==> config.mk <==
export PLATFORM = sky130hd
export DESIGN_NAME = vga_timing_gen
export DESIGN_NICKNAME = d
export VERILOG_FILES = /design/src/rtl/vga_timing_pkg.sv /design/src/rtl/vga_axis_counter.sv /design/src/rtl/vga_timing_gen.sv
export SDC_FILE = /design/constraint.sdc
export NUM_CORES = 1
export LEC_CHECK = 0
export ABC_AREA = 1
export BUFFER_PORTS_ARGS = -buffer_cell sky130_fd_sc_hd__buf_4
export CAP_MARGIN = 20
export CORE_MARGIN = 5
export CORE_UTILIZATION = 54
export CTS_BUF_LIST = sky130_fd_sc_hd__clkbuf_8 sky130_fd_sc_hd__clkbuf_16
export CTS_CLUSTER_SIZE = 30
export DETAILED_ROUTE_END_ITERATION = 10
export GPL_ROUTABILITY_DRIVEN = 1
export PLACE_DENSITY = 0.89
export SETUP_SLACK_MARGIN = 0.4
export SYNTH_ARGS = -nofsm -noshare
export SYNTH_HDL_FRONTEND = slang
export SYNTH_HIERARCHICAL = 1
export SYNTH_SLANG_ARGS = --single-unit
==> constraint.sdc <==
create_clock -name clk -period 2.5 [get_ports clk]
set_clock_uncertainty 0.15 [all_clocks]
set_input_delay 0.25 -clock clk [delete_from_list [all_inputs] [get_ports clk]]
set_output_delay 0.25 -clock clk [all_outputs]
set_load 0.03 [all_outputs]
==> src/rtl/vga_timing_pkg.sv <==
// Shared VGA timing defaults (640x480@60 raster), total-length helper and DAC-side types.
// Consumed by vga_timing_gen and vga_axis_counter.
package vga_timing_pkg;

    localparam int DEF_H_ACTIVE = 640;
    localparam int DEF_H_FP     = 16;
    localparam int DEF_H_SYNC   = 96;
    localparam int DEF_H_BP     = 48;
    localparam int DEF_V_ACTIVE = 480;
    localparam int DEF_V_FP     = 10;
    localparam int DEF_V_SYNC   = 2;
    localparam int DEF_V_BP     = 33;

    function automatic int calc_total(input int active, input int fp, input int sync, input int bp);
        return active + fp + sync + bp;
    endfunction

    localparam int DEF_H_TOTAL = calc_total(DEF_H_ACTIVE, DEF_H_FP, DEF_H_SYNC, DEF_H_BP);
    localparam int DEF_V_TOTAL = calc_total(DEF_V_ACTIVE, DEF_V_FP, DEF_V_SYNC, DEF_V_BP);

    typedef struct packed {
        logic [7:0] r;
        logic [7:0] g;
        logic [7:0] b;
    } rgb_t;

    // Non-colour DAC signals travel together so every pipeline stage stays aligned.
    typedef struct packed {
        logic hs_n;
        logic vs_n;
        logic blank_n;
        logic frame_start;
    } dac_ctl_t;

    localparam dac_ctl_t DAC_CTL_RST = '{hs_n: 1'b1, vs_n: 1'b1, blank_n: 1'b0, frame_start: 1'b0};

endpackage

==> src/rtl/vga_axis_counter.sv <==
// One raster axis: counts 0..TOTAL-1 on en_i and wraps, with carry_o flagging the wrap cycle.
module vga_axis_counter #(
    parameter int TOTAL = 800,
    parameter int W     = 10
) (
    input  logic         clk,
    input  logic         rst_n,
    input  logic         en_i,
    output logic [W-1:0] cnt_o,
    output logic         carry_o
);

    localparam logic [W-1:0] LAST = W'(TOTAL - 1);

    logic [W-1:0] cnt_q;
    logic [W-1:0] cnt_d;
    logic         at_last;

    assign at_last = (cnt_q == LAST);
    assign carry_o = en_i && at_last;
    assign cnt_o   = cnt_q;

    always_comb begin
        cnt_d = cnt_q;
        if (en_i) begin
            cnt_d = at_last ? '0 : cnt_q + 1'b1;
        end
    end

    always_ff @(posedge clk or negedge rst_n) begin
        if (!rst_n) begin
            cnt_q <= '0;
        end else begin
            cnt_q <= cnt_d;
        end
    end

endmodule

==> src/rtl/vga_timing_gen.sv <==
// VGA raster timing generator: coordinate out to the drawing controller, registered colour/sync/blank to the DAC.
// Define VGA_EXTRA_PIPE_EN to add one more output register stage (DAC latency 2 pixEn cycles instead of 1).
module vga_timing_gen
    import vga_timing_pkg::*;
#(
    parameter int H_ACTIVE = DEF_H_ACTIVE,
    parameter int H_FP     = DEF_H_FP,
    parameter int H_SYNC   = DEF_H_SYNC,
    parameter int H_BP     = DEF_H_BP,
    parameter int V_ACTIVE = DEF_V_ACTIVE,
    parameter int V_FP     = DEF_V_FP,
    parameter int V_SYNC   = DEF_V_SYNC,
    parameter int V_BP     = DEF_V_BP
) (
    input  logic       clk,
    input  logic       rst_n,
    input  logic       pixEn,
    output logic [9:0] xPixel,
    output logic [8:0] yPixel,
    input  logic [7:0] inR,
    input  logic [7:0] inG,
    input  logic [7:0] inB,
    output logic [7:0] VGAr,
    output logic [7:0] VGAg,
    output logic [7:0] VGAb,
    output logic       VGAhs,
    output logic       VGAvs,
    output logic       VGAblankN,
    output logic       frameStart
);

    localparam int H_TOTAL = calc_total(H_ACTIVE, H_FP, H_SYNC, H_BP);
    localparam int V_TOTAL = calc_total(V_ACTIVE, V_FP, V_SYNC, V_BP);
    localparam int H_W     = $clog2(H_TOTAL);
    localparam int V_W     = $clog2(V_TOTAL);

    localparam logic [H_W-1:0] H_ACT_C = H_W'(H_ACTIVE);
    localparam logic [H_W-1:0] HS_BEG  = H_W'(H_ACTIVE + H_FP);
    localparam logic [H_W-1:0] HS_END  = H_W'(H_ACTIVE + H_FP + H_SYNC - 1);
    localparam logic [V_W-1:0] V_ACT_C = V_W'(V_ACTIVE);
    localparam logic [V_W-1:0] VS_BEG  = V_W'(V_ACTIVE + V_FP);
    localparam logic [V_W-1:0] VS_END  = V_W'(V_ACTIVE + V_FP + V_SYNC - 1);

    logic [H_W-1:0] h_cnt;
    logic [V_W-1:0] v_cnt;
    logic           h_carry;
    logic           v_carry;
    logic           sof_q;
    logic           active;
    logic [9:0]     x_d, x_q;
    logic [8:0]     y_d, y_q;
    dac_ctl_t       s1_d, s1_q;
    rgb_t           rgb2_d, rgb2_q;
    dac_ctl_t       ctl2_q;
    rgb_t           rgb_out;
    dac_ctl_t       ctl_out;

    vga_axis_counter #(.TOTAL(H_TOTAL), .W(H_W)) u_h_cnt (
        .clk     (clk),
        .rst_n   (rst_n),
        .en_i    (pixEn),
        .cnt_o   (h_cnt),
        .carry_o (h_carry)
    );

    vga_axis_counter #(.TOTAL(V_TOTAL), .W(V_W)) u_v_cnt (
        .clk     (clk),
        .rst_n   (rst_n),
        .en_i    (h_carry),
        .cnt_o   (v_cnt),
        .carry_o (v_carry)
    );

    always_comb begin
        active         = (h_cnt < H_ACT_C) && (v_cnt < V_ACT_C);
        x_d            = active ? 10'(h_cnt) : '0;
        y_d            = active ? 9'(v_cnt) : '0;
        s1_d.hs_n      = !((h_cnt >= HS_BEG) && (h_cnt <= HS_END));
        s1_d.vs_n      = !((v_cnt >= VS_BEG) && (v_cnt <= VS_END));
        s1_d.blank_n   = active;
        s1_d.frame_start = sof_q;
    end

    // sof_q marks that the counters sit on pixel (0,0); the vertical wrap re-arms it.
    always_ff @(posedge clk or negedge rst_n) begin
        if (!rst_n) begin
            sof_q <= 1'b1;
            x_q   <= '0;
            y_q   <= '0;
            s1_q  <= DAC_CTL_RST;
        end else if (pixEn) begin
            sof_q <= v_carry;
            x_q   <= x_d;
            y_q   <= y_d;
            s1_q  <= s1_d;
        end
    end

    always_comb begin
        rgb2_d = '0;
        if (s1_q.blank_n) begin
            rgb2_d = '{r: inR, g: inG, b: inB};
        end
    end

    always_ff @(posedge clk or negedge rst_n) begin
        if (!rst_n) begin
            rgb2_q <= '0;
            ctl2_q <= DAC_CTL_RST;
        end else if (pixEn) begin
            rgb2_q <= rgb2_d;
            ctl2_q <= s1_q;
        end
    end

`ifdef VGA_EXTRA_PIPE_EN
    rgb_t     rgb3_q;
    dac_ctl_t ctl3_q;

    always_ff @(posedge clk or negedge rst_n) begin
        if (!rst_n) begin
            rgb3_q <= '0;
            ctl3_q <= DAC_CTL_RST;
        end else if (pixEn) begin
            rgb3_q <= rgb2_q;
            ctl3_q <= ctl2_q;
        end
    end

    assign rgb_out = rgb3_q;
    assign ctl_out = ctl3_q;
`else
    assign rgb_out = rgb2_q;
    assign ctl_out = ctl2_q;
`endif

    assign xPixel     = x_q;
    assign yPixel     = y_q;
    assign VGAr       = rgb_out.r;
    assign VGAg       = rgb_out.g;
    assign VGAb       = rgb_out.b;
    assign VGAhs      = ctl_out.hs_n;
    assign VGAvs      = ctl_out.vs_n;
    assign VGAblankN  = ctl_out.blank_n;
    assign frameStart = ctl_out.frame_start;

endmodule

==> impl_results.md <==
* CTS H-tree depth at 3
* First-pass GRT wire length at 15,070 um
* Relative slew slack at 41.38%
* Syn Inst Count at 412
* Placed Area at 4036 um2
* Seq/Total Area, Yosys at 51.77%
* # clock sinks at 72
* Status: finished clean
* Layout cells sized above 1 at 27.76%
* Largest area contributor in the netlist: dfrtp_1
* # rows at 29
* Syn Area/Cell at 8.476 um2
* Largest net degree at the start of global routing at 73
* Total GRT Usage at 22.65%
* TritonCTS buffer count at 9
* Critical path required time at 2.61 ns
* Crit Path Class: reg -> reg
* Post-CTS setup buffers at 0
* Worst-margin pin slew at 0.8794 ns
* Crit-path max cell delay at 0.46 ns
* Nets@finish at 533
* Final hold vios at 0
* Clock slew at reported path FFs at 0.09 ns
* Yosys reg bits at 72
* Post-synth EDFFs at 0
* Finish-stage setup viols at 0
* Register-to-Register Path Depth at 12
* CTS tree: yes
* Die area at 8175 um2
* Routed wire per std cell at 15.42 um
* Slowest stage cell, crit path: dfrtp_1
* Via Count at 3,090
* Final WL at 9022 um
* P&R area growth vs syn at 28.84%
* First drt pass iteration count at 5
* GPL Wtd Cong at 0.9680
* # diodes at 0
* Fin crit period at 1.919 ns
* Worst Hold Class: in -> reg
* Critical path data arrival time at 2.03 ns
* Fmax at 0.5212 GHz
* Pleak at 2.490 nW
* Share of synthesized registers carrying an async set or reset at 100.0%
* Maximum VDD drop at 0.3778 mV
* Starting Density at 55.31%
* I/O Pins at 74
* Number of global-route vias before repair at 3,081
* Core area at 6314 um2
* Total power at 0.002845 W
* DR DRC count at 0
* Critical path, cell by cell: inv_1, nand2_1, nor2_1, nand4_4, inv_4, nand2_2, nor2_4, nand2_2, nor2_2, nand2_1, nand2_1, inv_1
* Commonest register cell after synthesis: dfrtp_1
* Slew Viols, Final at 0
* Hpwl dp at 5432 um
* Final core occ at 71.26%
* Root buffer cell: clkbuf_8
* Final hold slack at 0.009532 ns
* Final instance area at 4499 um2
* Post-synth cell types at 28
* Peak fanout along the critical path at 7
* Post-synth top area share at 48.01%
* Worst-skew pair later-pin latency at 0.35 ns
* Initial antenna violation count at 0
* Largest cells by area after synthesis: dfrtp_1, nand2_1, nand3_1
* CP dominant cell by count: nand2_1
* Vias per cell at 5.282
* Die Y at 90.42 um
* Unrepaired setup endpoints after global routing: false
* Mapped Area at 3492 um2
* Gr ovfl total at 0
* PortBufs at 73
* CP endpoint kind: flop
* Mapped Nets at 442
* Clock Path Buffers at 2
* TNS Setup at 0 ns
* Post-route ant nets at 0
* Die width at 90.42 um
* Crit share post-route at 76.75%
* CP startpoint kind: flop
* Max cap viols at 0
* Cell Pwr Density at 632.4 nW/um2
* YS warnings at 6
* Hold Path Stages at 3
* Iteration-0 DRC Markers at 153
==> final timing paths <==
| check | start | endpoint | slack (ns) |
|---|---|---|---|
| setup / recovery | u_h_cnt/cnt_o[6] | u_v_cnt/cnt_o[8] | 0.58 |
| hold / removal | inG[1] | VGAg[1] | 0.01 |
| setup reg to reg | u_h_cnt/cnt_o[6] | u_v_cnt/cnt_o[8] | 0.58 |
| hold reg to reg | sof_q | sof_q | 0.32 |
| max in group asynchronous | rst_n | u_h_cnt/cnt_o[0] | 1.16 |
| min in group asynchronous | rst_n | VGAb[5] | 0.40 |
==> flip-flops by register name, summed over array words and instances (netlist names) <==
name	count
yPixel	9
s1_q	4
VGAg	8
u_v_cnt/cnt_o	10
xPixel	10
u_h_cnt/cnt_o	10
VGAblankN	1
VGAb	8
VGAr	8
sof_q	1
VGAvs	1
frameStart	1
VGAhs	1
==> worst max-delay path, delay by kind of cell, from the launching register on <==
kind | cells | cell delay, ns
and+or+nand+nor | 9 | 0.93
DFF | 1 | 0.46
buffers and inverters | 3 | 0.29
==> cell type report <==
cell class	instances	area, um2
fillers	448	1814
inverters	36	151.4
repair buffers	96	775.7
clock buffers	10	137.6
clock inverters	6	90.09
multi-input cells	288	1439
flip-flops and latches	72	1809
well taps	77	96.34
==> kinds of logic (layout without fill, tap and decap cells) <==
logic type | count (synthesis) | after routing | share of synthesized area, %
adder cells (fa/ha/maj) | 3 | 3 | 1.075
XOR/XNOR | 6 | 6 | 1.505
buffers and inverters | 52 | 148 | 7.345
AND/OR/NAND/NOR | 273 | 273 | 37.26
flip-flops | 72 | 72 | 51.77
AO/OA/AOI/OAI | 6 | 6 | 1.039
==> cell usage in the layout (no fill, tap or decap), types with 2 or more instances in the layout <==
master           n
xor2_1           4
o21ai_0          2
dfrtp_1         66
a21oi_1          3
nor2_4           5
xnor2_1          2
nand2_1        153
nor2_2           6
nand3_1         47
ha_1             2
clkbuf_8        10
nand3_2         13
dfstp_2          5
dlygate4sd3_1   22
buf_4           74
bufinv_16        2
nor2_1          29
inv_1           30
inv_2            4
inv_6            2
nand2_2          8
nand4_1          6
==> synthesized netlist by cell type (5+ instances only) <==
| master | count |
|---|---|
| dfstp_2 | 5 |
| nor2_1 | 29 |
| inv_1 | 31 |
| nand2_2 | 8 |
| nand3_2 | 13 |
| buf_2 | 11 |
| dfrtp_1 | 67 |
| nor2_4 | 5 |
| nor2_2 | 6 |
| nand3_1 | 47 |
| nand4_1 | 6 |
| nand2_1 | 153 |
==> what timing repair did <==
item,CTS,global route
hold buffers,22,0
endpoints found under the setup margin,1,6
hold endpoints to repair,88,0
pin swaps,0,0
gates resized for setup,1,4
==> per-stage QoR <==
step,std cells,worst slack [ns]
floorplan,412,0.6023
global placement,547,0.4761
detailed placement,547,0.4057
CTS,585,0.4685
global route,585,0.4034
finish,585,0.5813
==> routing by layer <==
metal	track usage, %	share of wire [%]	up-vias	routed length, um
met5	0	0	-	0
met1	29.88	43	1472	3896
met4	7.816	2.2	0	199
met2	35.67	47	134	4263
li1	-	-	1465	-
met3	6.667	7.3	19	663
==> where the power goes <==
group / switching (W) / leakage (nW) / internal [W] / total [W]
clock: 0.000474 / 0.113 / 0.000594 / 0.00107
sequential: 0.000122 / 0.949 / 0.00123 / 0.00135
combinational: 0.000266 / 1.43 / 0.000157 / 0.000423
total: 0.000862 / 2.49 / 0.00198 / 0.00285
Note: power is estimated with default switching activity, not from simulation.
